## src/rtl/pr_bus_arbiter_if.sv

```systemverilog
// Bus bundle between the two masters, the arbiter and the device block.
//   m0_*/m1_* : request side of each master (req/we/addr/wdata in, ack/rdata out)
//   dev_*     : single shared device bus (we/addr/wdata out, rdata in)
//   err       : out-of-range completion pulse
// slave  : arbiter view
// master : environment view (both masters plus the device block)
interface pr_bus_arbiter_if;
    logic        m0_req;
    logic        m0_we;
    logic [31:0] m0_addr;
    logic [31:0] m0_wdata;
    logic        m0_ack;
    logic [31:0] m0_rdata;
    logic        m1_req;
    logic        m1_we;
    logic [31:0] m1_addr;
    logic [31:0] m1_wdata;
    logic        m1_ack;
    logic [31:0] m1_rdata;
    logic        dev_we;
    logic [31:0] dev_addr;
    logic [31:0] dev_wdata;
    logic [31:0] dev_rdata;
    logic        err;

    modport slave (
        input  m0_req, m0_we, m0_addr, m0_wdata,
        input  m1_req, m1_we, m1_addr, m1_wdata,
        input  dev_rdata,
        output m0_ack, m0_rdata, m1_ack, m1_rdata,
        output dev_we, dev_addr, dev_wdata, err
    );

    modport master (
        output m0_req, m0_we, m0_addr, m0_wdata,
        output m1_req, m1_we, m1_addr, m1_wdata,
        output dev_rdata,
        input  m0_ack, m0_rdata, m1_ack, m1_rdata,
        input  dev_we, dev_addr, dev_wdata, err
    );
endinterface

```

## src/rtl/pr_bus_arbiter.sv

```systemverilog
// Two-master round-robin arbiter for the processor device bus.
// One transaction in flight at a time; each takes WAIT_CYCLES+1 XFER cycles
// followed by a one-cycle ack (and err for addresses above ADDR_MAX).
// Ports:
//   clk : system clock, rising edge
//   rst : asynchronous, active-low reset
//   bus : pr_bus_arbiter_if.slave (master requests, device bus, err)
module pr_bus_arbiter #(
    parameter int          WAIT_CYCLES = 0,            // 0..15
    parameter logic [31:0] ADDR_MAX    = 32'h0000_7FFF
) (
    input  logic           clk,
    input  logic           rst,
    pr_bus_arbiter_if.slave bus
);
    typedef enum logic {IDLE, XFER} state_t;

    state_t      state;
    logic        ptr;        // 0: m0 wins a tie, 1: m1 wins a tie
    logic        win;        // master owning the current transaction
    logic        l_we;
    logic [31:0] l_addr;
    logic [31:0] l_wdata;
    logic [3:0]  cnt;
    logic        ack0, ack1, err_q;
    logic [31:0] rd0, rd1;

    // A master sitting in its ack cycle still shows req; ignore it so the
    // same request is not granted twice.
    logic elig0, elig1, pick1, in_range, last;

    assign elig0    = bus.m0_req & ~ack0;
    assign elig1    = bus.m1_req & ~ack1;
    assign pick1    = elig1 & (~elig0 | ptr);
    assign in_range = (l_addr <= ADDR_MAX);
    assign last     = (state == XFER) && (cnt == 4'd0);

    // The latched address/data double as the device bus, so they naturally
    // hold their last values outside XFER.
    assign bus.dev_addr  = l_addr;
    assign bus.dev_wdata = l_wdata;
    assign bus.dev_we    = last & l_we & in_range;
    assign bus.m0_ack    = ack0;
    assign bus.m1_ack    = ack1;
    assign bus.m0_rdata  = rd0;
    assign bus.m1_rdata  = rd1;
    assign bus.err       = err_q;

    always_ff @(posedge clk or negedge rst) begin
        if (!rst) begin
            state   <= IDLE;
            ptr     <= 1'b0;
            win     <= 1'b0;
            l_we    <= 1'b0;
            l_addr  <= '0;
            l_wdata <= '0;
            cnt     <= '0;
            ack0    <= 1'b0;
            ack1    <= 1'b0;
            err_q   <= 1'b0;
            rd0     <= '0;
            rd1     <= '0;
        end else begin
            ack0  <= 1'b0;
            ack1  <= 1'b0;
            err_q <= 1'b0;
            if (state == IDLE) begin
                if (elig0 | elig1) begin
                    win     <= pick1;
                    ptr     <= ~pick1;
                    l_we    <= pick1 ? bus.m1_we    : bus.m0_we;
                    l_addr  <= pick1 ? bus.m1_addr  : bus.m0_addr;
                    l_wdata <= pick1 ? bus.m1_wdata : bus.m0_wdata;
                    cnt     <= 4'(WAIT_CYCLES);
                    state   <= XFER;
                end
            end else begin
                if (cnt != 4'd0) begin
                    cnt <= cnt - 4'd1;
                end else begin
                    state <= IDLE;
                    err_q <= ~in_range;
                    if (win) begin
                        ack1 <= 1'b1;
                        rd1  <= (l_we | ~in_range) ? 32'd0 : bus.dev_rdata;
                    end else begin
                        ack0 <= 1'b1;
                        rd0  <= (l_we | ~in_range) ? 32'd0 : bus.dev_rdata;
                    end
                end
            end
        end
    end
endmodule

```

## src/flat_wrapper.sv

```systemverilog
// flat-port wrapper written by rule: the top's interface ports become plain ports
module pr_bus_arbiter_flat 
#(
    parameter int          WAIT_CYCLES = 0,                    
    parameter logic [31:0] ADDR_MAX    = 32'h0000_7FFF
)
  (clk, rst, bus_m0_req, bus_m0_we, bus_m0_addr, bus_m0_wdata, bus_m1_req, bus_m1_we, bus_m1_addr, bus_m1_wdata, bus_dev_rdata, bus_m0_ack, bus_m0_rdata, bus_m1_ack, bus_m1_rdata, bus_dev_we, bus_dev_addr, bus_dev_wdata, bus_err);
  pr_bus_arbiter_if bus_i ();
  input  logic clk;
  input  logic rst;
  input wire logic [$bits(bus_i.m0_req)-1:0] bus_m0_req;
  input wire logic [$bits(bus_i.m0_we)-1:0] bus_m0_we;
  input wire logic [$bits(bus_i.m0_addr)-1:0] bus_m0_addr;
  input wire logic [$bits(bus_i.m0_wdata)-1:0] bus_m0_wdata;
  input wire logic [$bits(bus_i.m1_req)-1:0] bus_m1_req;
  input wire logic [$bits(bus_i.m1_we)-1:0] bus_m1_we;
  input wire logic [$bits(bus_i.m1_addr)-1:0] bus_m1_addr;
  input wire logic [$bits(bus_i.m1_wdata)-1:0] bus_m1_wdata;
  input wire logic [$bits(bus_i.dev_rdata)-1:0] bus_dev_rdata;
  output wire logic [$bits(bus_i.m0_ack)-1:0] bus_m0_ack;
  output wire logic [$bits(bus_i.m0_rdata)-1:0] bus_m0_rdata;
  output wire logic [$bits(bus_i.m1_ack)-1:0] bus_m1_ack;
  output wire logic [$bits(bus_i.m1_rdata)-1:0] bus_m1_rdata;
  output wire logic [$bits(bus_i.dev_we)-1:0] bus_dev_we;
  output wire logic [$bits(bus_i.dev_addr)-1:0] bus_dev_addr;
  output wire logic [$bits(bus_i.dev_wdata)-1:0] bus_dev_wdata;
  output wire logic [$bits(bus_i.err)-1:0] bus_err;
  assign bus_i.m0_req = bus_m0_req;
  assign bus_i.m0_we = bus_m0_we;
  assign bus_i.m0_addr = bus_m0_addr;
  assign bus_i.m0_wdata = bus_m0_wdata;
  assign bus_i.m1_req = bus_m1_req;
  assign bus_i.m1_we = bus_m1_we;
  assign bus_i.m1_addr = bus_m1_addr;
  assign bus_i.m1_wdata = bus_m1_wdata;
  assign bus_i.dev_rdata = bus_dev_rdata;
  assign bus_m0_ack = bus_i.m0_ack;
  assign bus_m0_rdata = bus_i.m0_rdata;
  assign bus_m1_ack = bus_i.m1_ack;
  assign bus_m1_rdata = bus_i.m1_rdata;
  assign bus_dev_we = bus_i.dev_we;
  assign bus_dev_addr = bus_i.dev_addr;
  assign bus_dev_wdata = bus_i.dev_wdata;
  assign bus_err = bus_i.err;
  pr_bus_arbiter #(.WAIT_CYCLES(WAIT_CYCLES), .ADDR_MAX(ADDR_MAX)) u_core (.clk(clk), .rst(rst), .bus(bus_i));
endmodule
```

## config.mk

```make
export PLATFORM = sky130hd
export DESIGN_NAME = pr_bus_arbiter_flat
export DESIGN_NICKNAME = d
export VERILOG_FILES = /design/src/rtl/pr_bus_arbiter_if.sv /design/src/rtl/pr_bus_arbiter.sv /design/src/flat_wrapper.sv
export SDC_FILE = /design/constraint.sdc
export NUM_CORES = 1
export LEC_CHECK = 0
export ABC_AREA = 1
export CAP_MARGIN = 20
export CORE_MARGIN = 5
export CORE_UTILIZATION = 41
export CTS_CLUSTER_SIZE = 16
export DETAILED_ROUTE_END_ITERATION = 6
export PLACE_DENSITY_LB_ADDON = 0.2
export SLEW_MARGIN = 20
export SYNTH_ARGS = -nofsm -noshare
export SYNTH_HDL_FRONTEND = slang
export SYNTH_SLANG_ARGS = --single-unit
```

## constraint.sdc

```tcl
create_clock -name clk -period 2 [get_ports clk]
set_input_delay 0.4 -clock clk [delete_from_list [all_inputs] [get_ports clk]]
set_output_delay 0.4 -clock clk [all_outputs]
set_load 0.01 [all_outputs]
```

==> flow_metrics.tcl <==
set metrics [dict create \
    grt_max_degree 70 \
    status "finished, final reports clean" \
    max-vdd-ir-drop_uv 850 \
    tns_ps 0 \
    ant_nets 0 \
    grt_pass1_vias 5966 \
    post_drt_wl_per_cell_um 16.3 \
    antenna_found_initial 1 \
    via_per_inst 4.75 \
    cts.sinks 139 \
    crit_fanout 3 \
    worstPathRequired_ps 1600 \
    drive_gt1_share_pct 7.88 \
    die_area_um2 17800 \
    netlist_area_um2 6240 \
    die_x_um 133 \
    arrival_ps 1530 \
    synth_cell_types 18 \
    ys_top_cells_by_area "dfrtp_1, nand2_1, o21bai_1" \
    drt_wl_total_um 20300 \
    timing.hold.ws_ps 486 \
    synth_top_area_share_pct 55.8 \
    hp-class "in -> async" \
    yosys.area.top_type "dfrtp_1" \
    yosysWarnings 0 \
    slew_viol_final 0 \
    root_buffer "clkbuf_16" \
    max_freq_mhz 518 \
    drc 0 \
    nets 1207 \
    area_growth_pct 63.6 \
    start_kind "flop" \
    fillers 1245 \
    io_buffers 297 \
    maxCapViolations 0 \
    cellPowerDensity_nw_per_um2 1200 \
    cts_tree "yes" \
    fin_crit_ps 1930 \
    p_leak_uw 0.00500 \
    max-slew-margin-rel_pct 68.7 \
    rsz0062_at_grt "yes" \
    clk_path_buf_depth 2 \
    synth_cells 731 \
    yosysSeqAreaShare_pct 55.8 \
    setup_viol_count_final 0 \
    gp_congestion 0.801 \
    clkLatencyLatePin_ps 410 \
    dieHeight_um 133 \
    synth.avg_cell_area_um2 8.53 \
    initial_core_util_pct 41.3 \
    io_pins 298 \
    postSynthRegisterBits 139 \
    hold_viol_final 0 \
    vias 5895 \
    row_count 45 \
    critPathKind "reg -> out" \
    grt_pass1_wl_um 32000 \
    tightest_slew_ps 469 \
    synth_fp_nets 898 \
    dp_hpwl_um 14300 \
    core_area_um2 15100 \
    cts_made_buffers 17 \
    dr.pass1.iters 5 \
    seqCellArea_um2 3480 \
    groute.usage.overall_pct 22.8 \
    drt_iter0_drc 333 \
    worst_setup_path_end_kind "primary output" \
    period_share_pct 96.5 \
    multi_input_area_um2 2250 \
    h-tree-depth 4 \
    grt_overflow 0 \
    finClkSkew_ps 8.20 \
    clk_pin_slew_ps 60 \
]
[final timing paths]
| kind | endpoint | slack [ps] | from | cells after the start |
|---|---|---|---|---|
| worst min-delay path | u_core.bus.m0_rdata[21] | 490 | rst | 2 |
| max in group asynchronous | u_core.bus.dev_addr[21] | 930 | rst | 3 |
| worst min register to register | u_core.bus.dev_wdata[17] | 500 | u_core.bus.dev_wdata[17] | 2 |
| min in group clk | u_core.bus.dev_wdata[17] | 500 | u_core.bus.dev_wdata[17] | 2 |
| worst max register to register | u_core.bus.m0_rdata[29] | 170 | u_core.cnt[1] | 12 |
| worst max-delay path | bus_dev_we | 70 | u_core.cnt[1] | 7 |
[what timing repair did]
action,CTS,global route
endpoints found under the hold margin,43,0
gates resized for setup,10,4
setup buffers,3,4
hold buffers,1,0
endpoints found under the setup margin,1,1
pin swaps,1,4
[report_power, final]
group | total, uW | internal [uW] | leakage (uW) | switching, uW
logic | 5190 | 2490 | 0.00291 | 2690
clock network | 3090 | 1900 | 0.000279 | 1190
registers | 3990 | 3560 | 0.00181 | 429
[layer usage]
layer	vias to the layer above	GRT usage (%)	part of all wire [%]
met5	-	0	0
met4	0	8.69	2.3
met3	29	8.80	9.3
met2	204	37.8	49
met1	2733	26.9	39
li1	2929	-	-
[worst max-delay path: stages, from the launching register on]
cell and delay, ps:
dfrtp_1 380, inv_2 80, ha_4 130, nand2_2 70
nor2_4 90, inv_1 60, nor3_2 140, buf_2 170
[state kept, by name (all words and copies together) (netlist names)]
name / cells
u_core.bus.dev_addr: 32
u_core.bus.dev_wdata: 32
u_core.bus.err: 1
u_core.bus.m0_ack: 1
u_core.bus.m0_rdata: 32
u_core.bus.m1_ack: 1
u_core.bus.m1_rdata: 32
u_core.cnt: 4
u_core.l_we: 1
u_core.ptr: 1
u_core.state: 1
u_core.win: 1
[synthesized netlist by cell type (all sizes together)]
cell	n
o22ai	2
a21oi	2
o21bai	66
o21ai	1
clkbuf	9
nand4	32
nor2	21
inv	79
nand3	67
dfrtp	139
nand2	276
ha	1
nor3	1
buf	35
[cell type report]
type / count / area share (%)
diodes: 1 / 0.0245
clock inverters: 11 / 1.18
clock buffers: 21 / 4.51
repair buffers: 334 / 32.9
multi-input cells: 469 / 22.1
inverters: 79 / 2.91
flip-flops and latches: 139 / 34.1
well taps: 188 / 2.30
[per-stage QoR]
stage	worst slack (ps)	instance area, um^2	std cells	utilization (%)	total power, uW
2_1_floorplan	304	6240	731	-	6440
3_3_place_gp	9.83	9540	1201	63.2	9140
3_5_place_dp	-37.3	9540	1201	63.2	9160
4_1_cts	8.66	10200	1237	67.3	12300
5_1_grt	-40.8	10200	1242	67.6	13100
6_report	70.6	10200	1242	67.6	12300
[placed cells by master, fill, tap and decap left out]
master	n
clkdlybuf4s50_1	295
nand2_1	271
dfrtp_1	139
inv_1	77
nand3_1	67
o21bai_1	66
nand4_1	32
buf_4	27
clkbuf_16	17
nor2_1	15
buf_12	9
nand2_2	5
clkinv_2	4
nor2_4	3
nor2_2	3
clkinvlp_4	3
inv_2	2
o22ai_1	2
a21oi_1	2
clkbuf_8	2
bufinv_16	2
clkbuf_1	2
clkinv_4	2
diode_2	1
nor3_2	1
o21ai_0	1
ha_4	1
dlygate4sd3_1	1
buf_6	1
buf_2	1
[cells by family (layout without fill, tap and decap cells)]
family                   Yosys count  count (layout)  share of synthesized area (%)
other                              0               1                              0
AND/OR/NAND/NOR                  397             397                           26.7
flip-flops                       139             139                           55.8
adder cells (fa/ha/maj)            1               1                          0.201
AO/OA/AOI/OAI                     71              71                           8.38
buffers and inverters            123             445                           9.01
Power figures use the tool's default switching activity.
